**src/rtl/demux_dispatch_fifo.sv**
```systemverilog
// demux_dispatch_fifo: buffers {d, sel} requests and replays each as a one-cycle d pulse with held selects.
// Optional DEMUX_DISPATCH_STATS_EN adds a saturating dispatch_cnt[7:0] output.
module demux_dispatch_fifo #(
  parameter int DEPTH = 4,
  parameter int GAP_CYCLES = 1
) (
  input  logic                     clk,
  input  logic                     rst,
  input  logic                     in_valid,
  output logic                     in_ready,
  input  logic                     in_d,
  input  logic [2:0]               in_sel,
  output logic                     d,
  output logic                     s0,
  output logic                     s1,
  output logic                     s2,
  output logic                     busy,
  output logic [$clog2(DEPTH):0]   count
`ifdef DEMUX_DISPATCH_STATS_EN
  ,
  output logic [7:0]               dispatch_cnt
`endif
);
  localparam int AW = $clog2(DEPTH);
  localparam logic [AW:0] FULL = DEPTH[AW:0];
  localparam logic [3:0] GLAST = GAP_CYCLES > 0 ? 4'(GAP_CYCLES - 1) : 4'd0;
  localparam logic [1:0] IDLE = 2'd0, DRIVE = 2'd1, GAP = 2'd2;
  logic [3:0] mem [DEPTH];
  logic [AW-1:0] wptr, rptr;
  logic [1:0] state;
  logic [3:0] gcnt;
  logic push, pop, go;
  // ready is gated by rst so nothing can be accepted while reset is held
  assign in_ready = !rst && count != FULL;
  assign push = in_valid && in_ready;
  assign go = state == IDLE || (state == DRIVE && GAP_CYCLES == 0) || (state == GAP && gcnt == 4'd0);
  assign pop = go && count != '0;
  assign busy = count != '0 || state != IDLE;
  always_ff @(posedge clk) begin
    if (push) mem[wptr] <= {in_d, in_sel};
  end
  always_ff @(posedge clk) begin
    if (rst) begin
      wptr <= '0;
      rptr <= '0;
      count <= '0;
      state <= IDLE;
      gcnt <= '0;
      d <= 1'b0;
      {s2, s1, s0} <= 3'b000;
    end else begin
      if (push) wptr <= wptr + 1'b1;
      if (pop) rptr <= rptr + 1'b1;
      count <= count + {{AW{1'b0}}, push} - {{AW{1'b0}}, pop};
      if (pop) begin
        state <= DRIVE;
        d <= mem[rptr][3];
        {s2, s1, s0} <= mem[rptr][2:0];
      end else if (state == DRIVE) begin
        d <= 1'b0;
        state <= GAP_CYCLES > 0 ? GAP : IDLE;
        gcnt <= GLAST;
      end else if (state == GAP) begin
        if (gcnt == 4'd0) state <= IDLE;
        else gcnt <= gcnt - 4'd1;
      end
    end
  end
`ifdef DEMUX_DISPATCH_STATS_EN
  always_ff @(posedge clk) begin
    if (rst) dispatch_cnt <= '0;
    else if (pop && dispatch_cnt != 8'hff) dispatch_cnt <= dispatch_cnt + 8'd1;
  end
`endif
endmodule

```
**config.mk**
```make
export PLATFORM = sky130hd
export DESIGN_NAME = demux_dispatch_fifo
export DESIGN_NICKNAME = d
export VERILOG_FILES = /design/src/rtl/demux_dispatch_fifo.sv
export SDC_FILE = /design/constraint.sdc
export NUM_CORES = 1
export LEC_CHECK = 0
export CAP_MARGIN = 15
export CORE_MARGIN = 8
export CORE_UTILIZATION = 50
export DETAILED_ROUTE_END_ITERATION = 8
export PLACE_DENSITY = 0.86
export SLEW_MARGIN = 10
export SYNTH_ARGS = -nofsm -noshare
export SYNTH_HDL_FRONTEND = slang
export SYNTH_SLANG_ARGS = --single-unit
```
**constraint.sdc**
```tcl
create_clock -name clk -period 2.6 [get_ports clk]
set_clock_uncertainty 0.1 [all_clocks]
set_input_delay 0.26 -clock clk [delete_from_list [all_inputs] [get_ports clk]]
set_output_delay 0.26 -clock clk [all_outputs]
set_load 0.05 [all_outputs]
```
# [Yosys cells after proc, flatten, opt, wreduce, memory -nomap -nowiden]
# Memory sizes are Yosys's and may differ from the RTL's. A register that Yosys moved wholly into a read port is not among the register bits.
# Cells that the tools add are included.
[word_totals] register_bits=17 ram_bits=16 in_bits=7 output_inout_bits=9 word_cells=54 mem_count=1
[mem_list] name="mem" words=4 width=4 read_ports=1 rd_clocked_by_memory_dff=1 write_ports=1 line_no="28" source="logic [3:0] mem [DEPTH];"
[op_classes] n_addsub=5 eq_ne=4 mux=13 bitwise_logic=1 reduce_logical=20
[op_table] op="$mux W4" count=3
[op_table] op="$mux W2" count=5
[op_table] op="$reduce_bool A3 Y1" count=3
[op_table] op="$reduce_bool A2 Y1" count=4
[op_table] op="$mux W1" count=5
[op_table] op="$add A2 B1 Y2 const B" count=2
[op_table] op="$logic_and A1 B1 Y1" count=4
[op_table] op="$logic_not A4 Y1" count=1
[op_table] op="$reduce_and A2 Y1" count=2
[op_table] op="$sub A4 B1 Y4 const B" count=1
[op_table] op="$add A3 B1 Y3" count=1
[op_table] op="$ne A3 B3 Y1 const B" count=1
[op_table] op="$reduce_and A3 Y1" count=1
[op_table] op="$sub A3 B1 Y3" count=1
[op_table] op="$eq A2 B1 Y1 const B" count=1
[op_table] op="$eq A2 B2 Y1 const B" count=1
[op_table] op="$logic_not A2 Y1" count=1
[op_table] op="$logic_or A1 B1 Y1" count=2
[op_table] op="$ne A2 B2 Y1 const B" count=1
[op_table] op="$reduce_or A2 Y1" count=1
[op_table] op="$logic_not A1 Y1" count=1
[op_table] op="$not A1 Y1" count=1

# [Longest topological paths before layout]
# Gate-level depths: netlist of run 1.
[depth] ltp_word=6 mapped_depth=11 ltp_nobuf=11

# [Least setup slack after synthesis of run 1]
# OpenSTA, ideal clock, no wires.
[synth_timing] path_kind="register -> register" startpoint="reg count[1]" endpoint="reg count[2]" setup_ns=0.128 t_arrival_ns=2.397 required_time_ns=2.372 slack_ns=-0.025 path_stages_with_launch=10 path_cell_list="dfxtp_1 nor2_1 a211oi_4 inv_1 ha_1 inv_1 ha_1 fa_1 xnor2_1 nor2_1"
[synth_between] elab_chain_len=5 elab_cells_between_ends=7 classes_between="add/sub: 2; eq/ne: 1; reduce/logical: 4"
[synth_lines] item="start, declared" line_no="18" source="output logic [$clog2(DEPTH):0] count"
[synth_lines] item="start signal, assigned" line_no="54" source="count <= count + {{AW{1'b0}}, push} - {{AW{1'b0}}, pop};"
[synth_lines] item="$ne A3 B3 Y1" line_no="34" source="assign in_ready = !rst && count != FULL;"
[synth_lines] item="$logic_and A1 B1 Y1" line_no="34"
[synth_lines] item="$logic_and A1 B1 Y1" line_no="35" source="assign push = in_valid && in_ready;"
[synth_lines] item="$add A3 B1 Y3" line_no="54"
[synth_lines] item="$sub A3 B1 Y3 *" line_no="54"
# Every way passes the cells marked *; elsewhere a longest branch is shown, timed or not.
# A chain may end at the register's enable or synchronous reset.

# [Final worst setup path of run 1]
[layout_timing] startpoint="reg state[0]" endpoint="reg count[2]"
[layout_between] elab_chain_len=5 elab_cells_between_ends=6 classes_between="add/sub: 1; eq/ne: 1; reduce/logical: 4"
[layout_lines] item="start, declared" line_no="30" source="logic [1:0] state;"
[layout_lines] item="start signal, assigned" line_no="61" source="state <= GAP_CYCLES > 0 ? GAP : IDLE;"
[layout_lines] item="$eq A2 B2 Y1" line_no="36" source="assign go = state == IDLE || (state == DRIVE && GAP_CYCLES == 0) || (state == GAP && gcnt == 4'd0);"
[layout_lines] item="$logic_and A1 B1 Y1" line_no="36"
[layout_lines] item="$logic_or A1 B1 Y1 *" line_no="36"
[layout_lines] item="$logic_and A1 B1 Y1 *" line_no="37" source="assign pop = go && count != '0;"
[layout_lines] item="net pop" line_no="32" source="logic push, pop, go;"
[layout_lines] item="$sub A3 B1 Y3 *" line_no="54"
# The timed path passes the listed nets; every way through them passes the cells marked *.

==> results.py, run 1 <==
metrics = {
    "floorplanning": {
        "io_pins": 16,
        "coreArea_um2": 3030,
        "rows": 20,
        "start_util": 0.524,
        "dieArea_um2": 5230,
        "die_x_um": 72.4,
        "die_h_um": 72.4,
    },
    "cts": {
        "worstSkewPairLatency_ns": 0.35,
        "clock_path_buffers": 2,
        "clkTransAtPathRegs_ns": 0.12,
        "root_buffer": "clkbuf_4",
        "cts_tree": "done",
        "cts_buffers": 5,
        "cts_max_level": 2,
        "cts_resized": 0,
        "cts_setup_buffers": 0,
        "postCtsHoldBufs": 0,
        "numClockSinks": 35,
    },
    "logic_synthesis": {
        "synthFlopType": "dfxtp_1",
        "synth_top_family_by_area": "simple AND/OR/NAND/NOR gates",
        "ys_ff_latch": 35,
        "seq_area_frac_synth": 0.542,
        "synth_fp_nets": 152,
        "syn_area_per_cell_um2": 11.8,
        "synth_cells": 134,
        "yosysUniqueCellTypes": 34,
        "synth_edf_count": 16,
        "synth_xor_area_frac": 0.0276,
        "synth.area.top_cells": "edfxtp_1 30%, dfxtp_1 24%, ha_1 7.9%, mux4_2 5.7%, inv_1 3.1%",
        "synth-async-reset-ratio": 0,
        "synth-adder-area-share": 0.0914,
        "yosys-top-cells-count": "19 x dfxtp_1, 16 x edfxtp_1, 13 x inv_1",
        "synth_compound_area_frac": 0.0946,
        "netlist.area_leader.share": 0.303,
        "synth_top_area_cell": "edfxtp_1",
        "synth_area_um2": 1590,
        "synth_most_common_cell": "dfxtp_1",
        "yosys.area_share.simple": 0.150,
        "synth_mux_area_frac": 0.0567,
        "yosysWarnings": 0,
    },
    "cells_and_area": {
        "antenna_cells": 0,
        "drive_above_1_share": 0.189,
        "syn_to_final_growth_pct": 19.5,
        "final_cells": 203,
        "final_nets": 176,
    },
    "placed_design": {
        "port-buffer-count": 15,
        "routabilityCongestion": 0.921,
        "dp_hpwl_um": 2260,
        "dp_cells": 195,
    },
    "setup_path": {
        "critPathTopFamily": "adder cells",
        "worst-path-buf-inv": 3,
        "cp-start-kind": "register",
        "cp.required_ns": 2.74,
        "critical-path-slowest-cell": "dfxtp_2",
        "crit_top_cell": "ha_1",
        "path_max_fanout": 7,
        "slowest_delay_ns": 0.37,
        "worstSetupPathType": "reg2reg",
        "path_cells": "inv_1, ha_1, and4bb_2, o21ai_4, inv_2, ha_1, inv_1, ha_1, fa_1, xnor2_1, nor2_1",
        "worst-endpoint-arrival_ns": 2.55,
        "cp-end-kind": "register",
    },
    "timing": {
        "setup_violations": 0,
        "tightest_slew_ns": 0.579,
        "rsz0062_at_grt": "no",
        "period_minus_slack_ns": 2.41,
        "relSlewSlack": 0.613,
        "max_freq_mhz": 415,
        "hold_violations": 0,
        "post-route-period-util": 0.926,
        "timing.final.max_slew_violations": 0,
        "fin_setup_tns_ns": 0,
    },
    "detailed_routing": {
        "first_iter_violations": 64,
        "wl_um": 2890,
        "dr.pass1.iters": 4,
        "via_count": 1037,
        "drc": 0,
        "viasPerCell": 5.11,
        "wire_per_inst_um": 14.3,
        "ant_nets": 0,
    },
    "global_routing": {
        "grt_max_degree": 20,
        "gr-total-overflow": 0,
        "grt_pass1_vias": 1120,
        "antenna_found_initial": 0,
        "track_usage": 0.126,
        "grt_pass1_wl_um": 5070,
    },
    "power_and_ir_drop": {
        "irDropWorstVdd_mv": 0.492,
        "power_frac_comb": 0.480,
        "internal_power_mw": 1.22,
        "power.density_nw_per_um2": 1110,
        "p_leak_nw": 0.679,
        "pwr-share-seq": 0.374,
        "p_switching_uw": 894,
        "swShare": 0.424,
        "pwr-share-clk": 0.146,
        "power.total_mw": 2.11,
    },
    "min_path": {
        "hold_class": "reg2reg",
    },
    "run": {
        "cap_violations": 0,
    },
    "status": {
        "status": "complete, no violations",
    },
}
==> flip-flops by register name, summed over array words and instances (netlist names), named ones only <==
register and count:
d 1, mem 16, gcnt 4, state 2, count 3, wptr 2, rptr 2, s2 1
s1 1, s0 1
==> final timing paths <==
kind,start,to,slack [ns],cells past startpoint
worst max-delay path,state[0],count[2],0.19,11
worst min-delay path,s2,s2,0.37,2
worst max register to register,state[0],count[2],0.19,11
worst min register to register,s2,s2,0.37,2
==> layer usage <==
layer  GRT usage  part of all wire  vias up
li1            -                 -      521
met1       0.134              0.41      491
met2       0.211              0.52       19
met3      0.0482             0.050        6
met4      0.0680             0.017        0
met5           0                 0        -
==> cells in the final DEF, fill, tap and decap left out, types with 2 or more instances in the layout <==
master           synthesis  routed
edfxtp_1                16      16
clkdlybuf4s50_1          0      14
nor3_1                   2       2
clkinvlp_4               0       2
buf_4                    0       4
o21ai_0                  3       3
dfxtp_2                  0       3
a31oi_1                  2       2
a21oi_1                  8       8
inv_1                   13      13
mux4_2                   4       4
or3_2                    2       2
o211ai_1                 2       2
dfxtp_1                 19      15
nor2b_1                  2       2
clkbuf_4                 0       5
or4_1                    3       3
nand3_1                  3       3
and2_1                   4       4
nor2_1                   9       9
nand2_1                 11      11
ha_1                    10       9
xnor2_1                  4       4
==> power groups by stage <==
stage	registers (mW)	clock network [mW]	logic (mW)
6_report	0.788	0.309	1.01
3_5_place_dp	0.795	0	1.02
3_3_place_gp	0.785	0	0.980
5_1_grt	0.806	0.348	1.11
4_1_cts	0.784	0.321	1.02
2_1_floorplan	0.938	0	0.571
==> worst min-delay path: stages (launching register included) <==
cell	delay [ns]
dfxtp_1	0.33
nand2_1	0.05
a21oi_1	0.05
==> logic make-up after synthesis <==
group                      Yosys count
and+or+nand+nor                     42
xor gates and xnor gates             5
buffers and inverters               16
muxes                                4
AOI/OAI and AO/OA                   21
adders and majority gates           11
DFF                                 35
==> layout make-up <==
cell class              count  area, um2
clock buffers               5       37.5
clock inverters             3       23.8
fillers                   246       1130
inverters                  14       52.6
multi-input cells          83        669
flip-flops and latches     35        868
well taps                  44       55.1
repair buffers             19        190
==> metrics by stage <==
| stage | instance area (um2) | hold slack [ns] | util | setup slack (ns) |
|---|---|---|---|---|
| 4_1_cts | 1890 | 0.372 | 0.624 | 0.0679 |
| 6_report | 1900 | 0.372 | 0.626 | 0.192 |
| 3_5_place_dp | 1830 | 0.356 | 0.603 | 0.0979 |
| 3_3_place_gp | 1830 | 0.353 | 0.603 | 0.207 |
| 2_1_floorplan | 1590 | 0.259 | - | 0.0196 |
| 5_1_grt | 1900 | 0.408 | 0.626 | 0.0285 |
No activity file was read; power rests on OpenSTA's default activity.
==> run 2: changes to the inputs <==
Settings changed: CTS_CLUSTER_SIZE from default to 14, TNS_END_PERCENT from default to 50.
==> results of run 2 <==
Same layout as run 1: the final DEF is identical, and so are final timing and power.
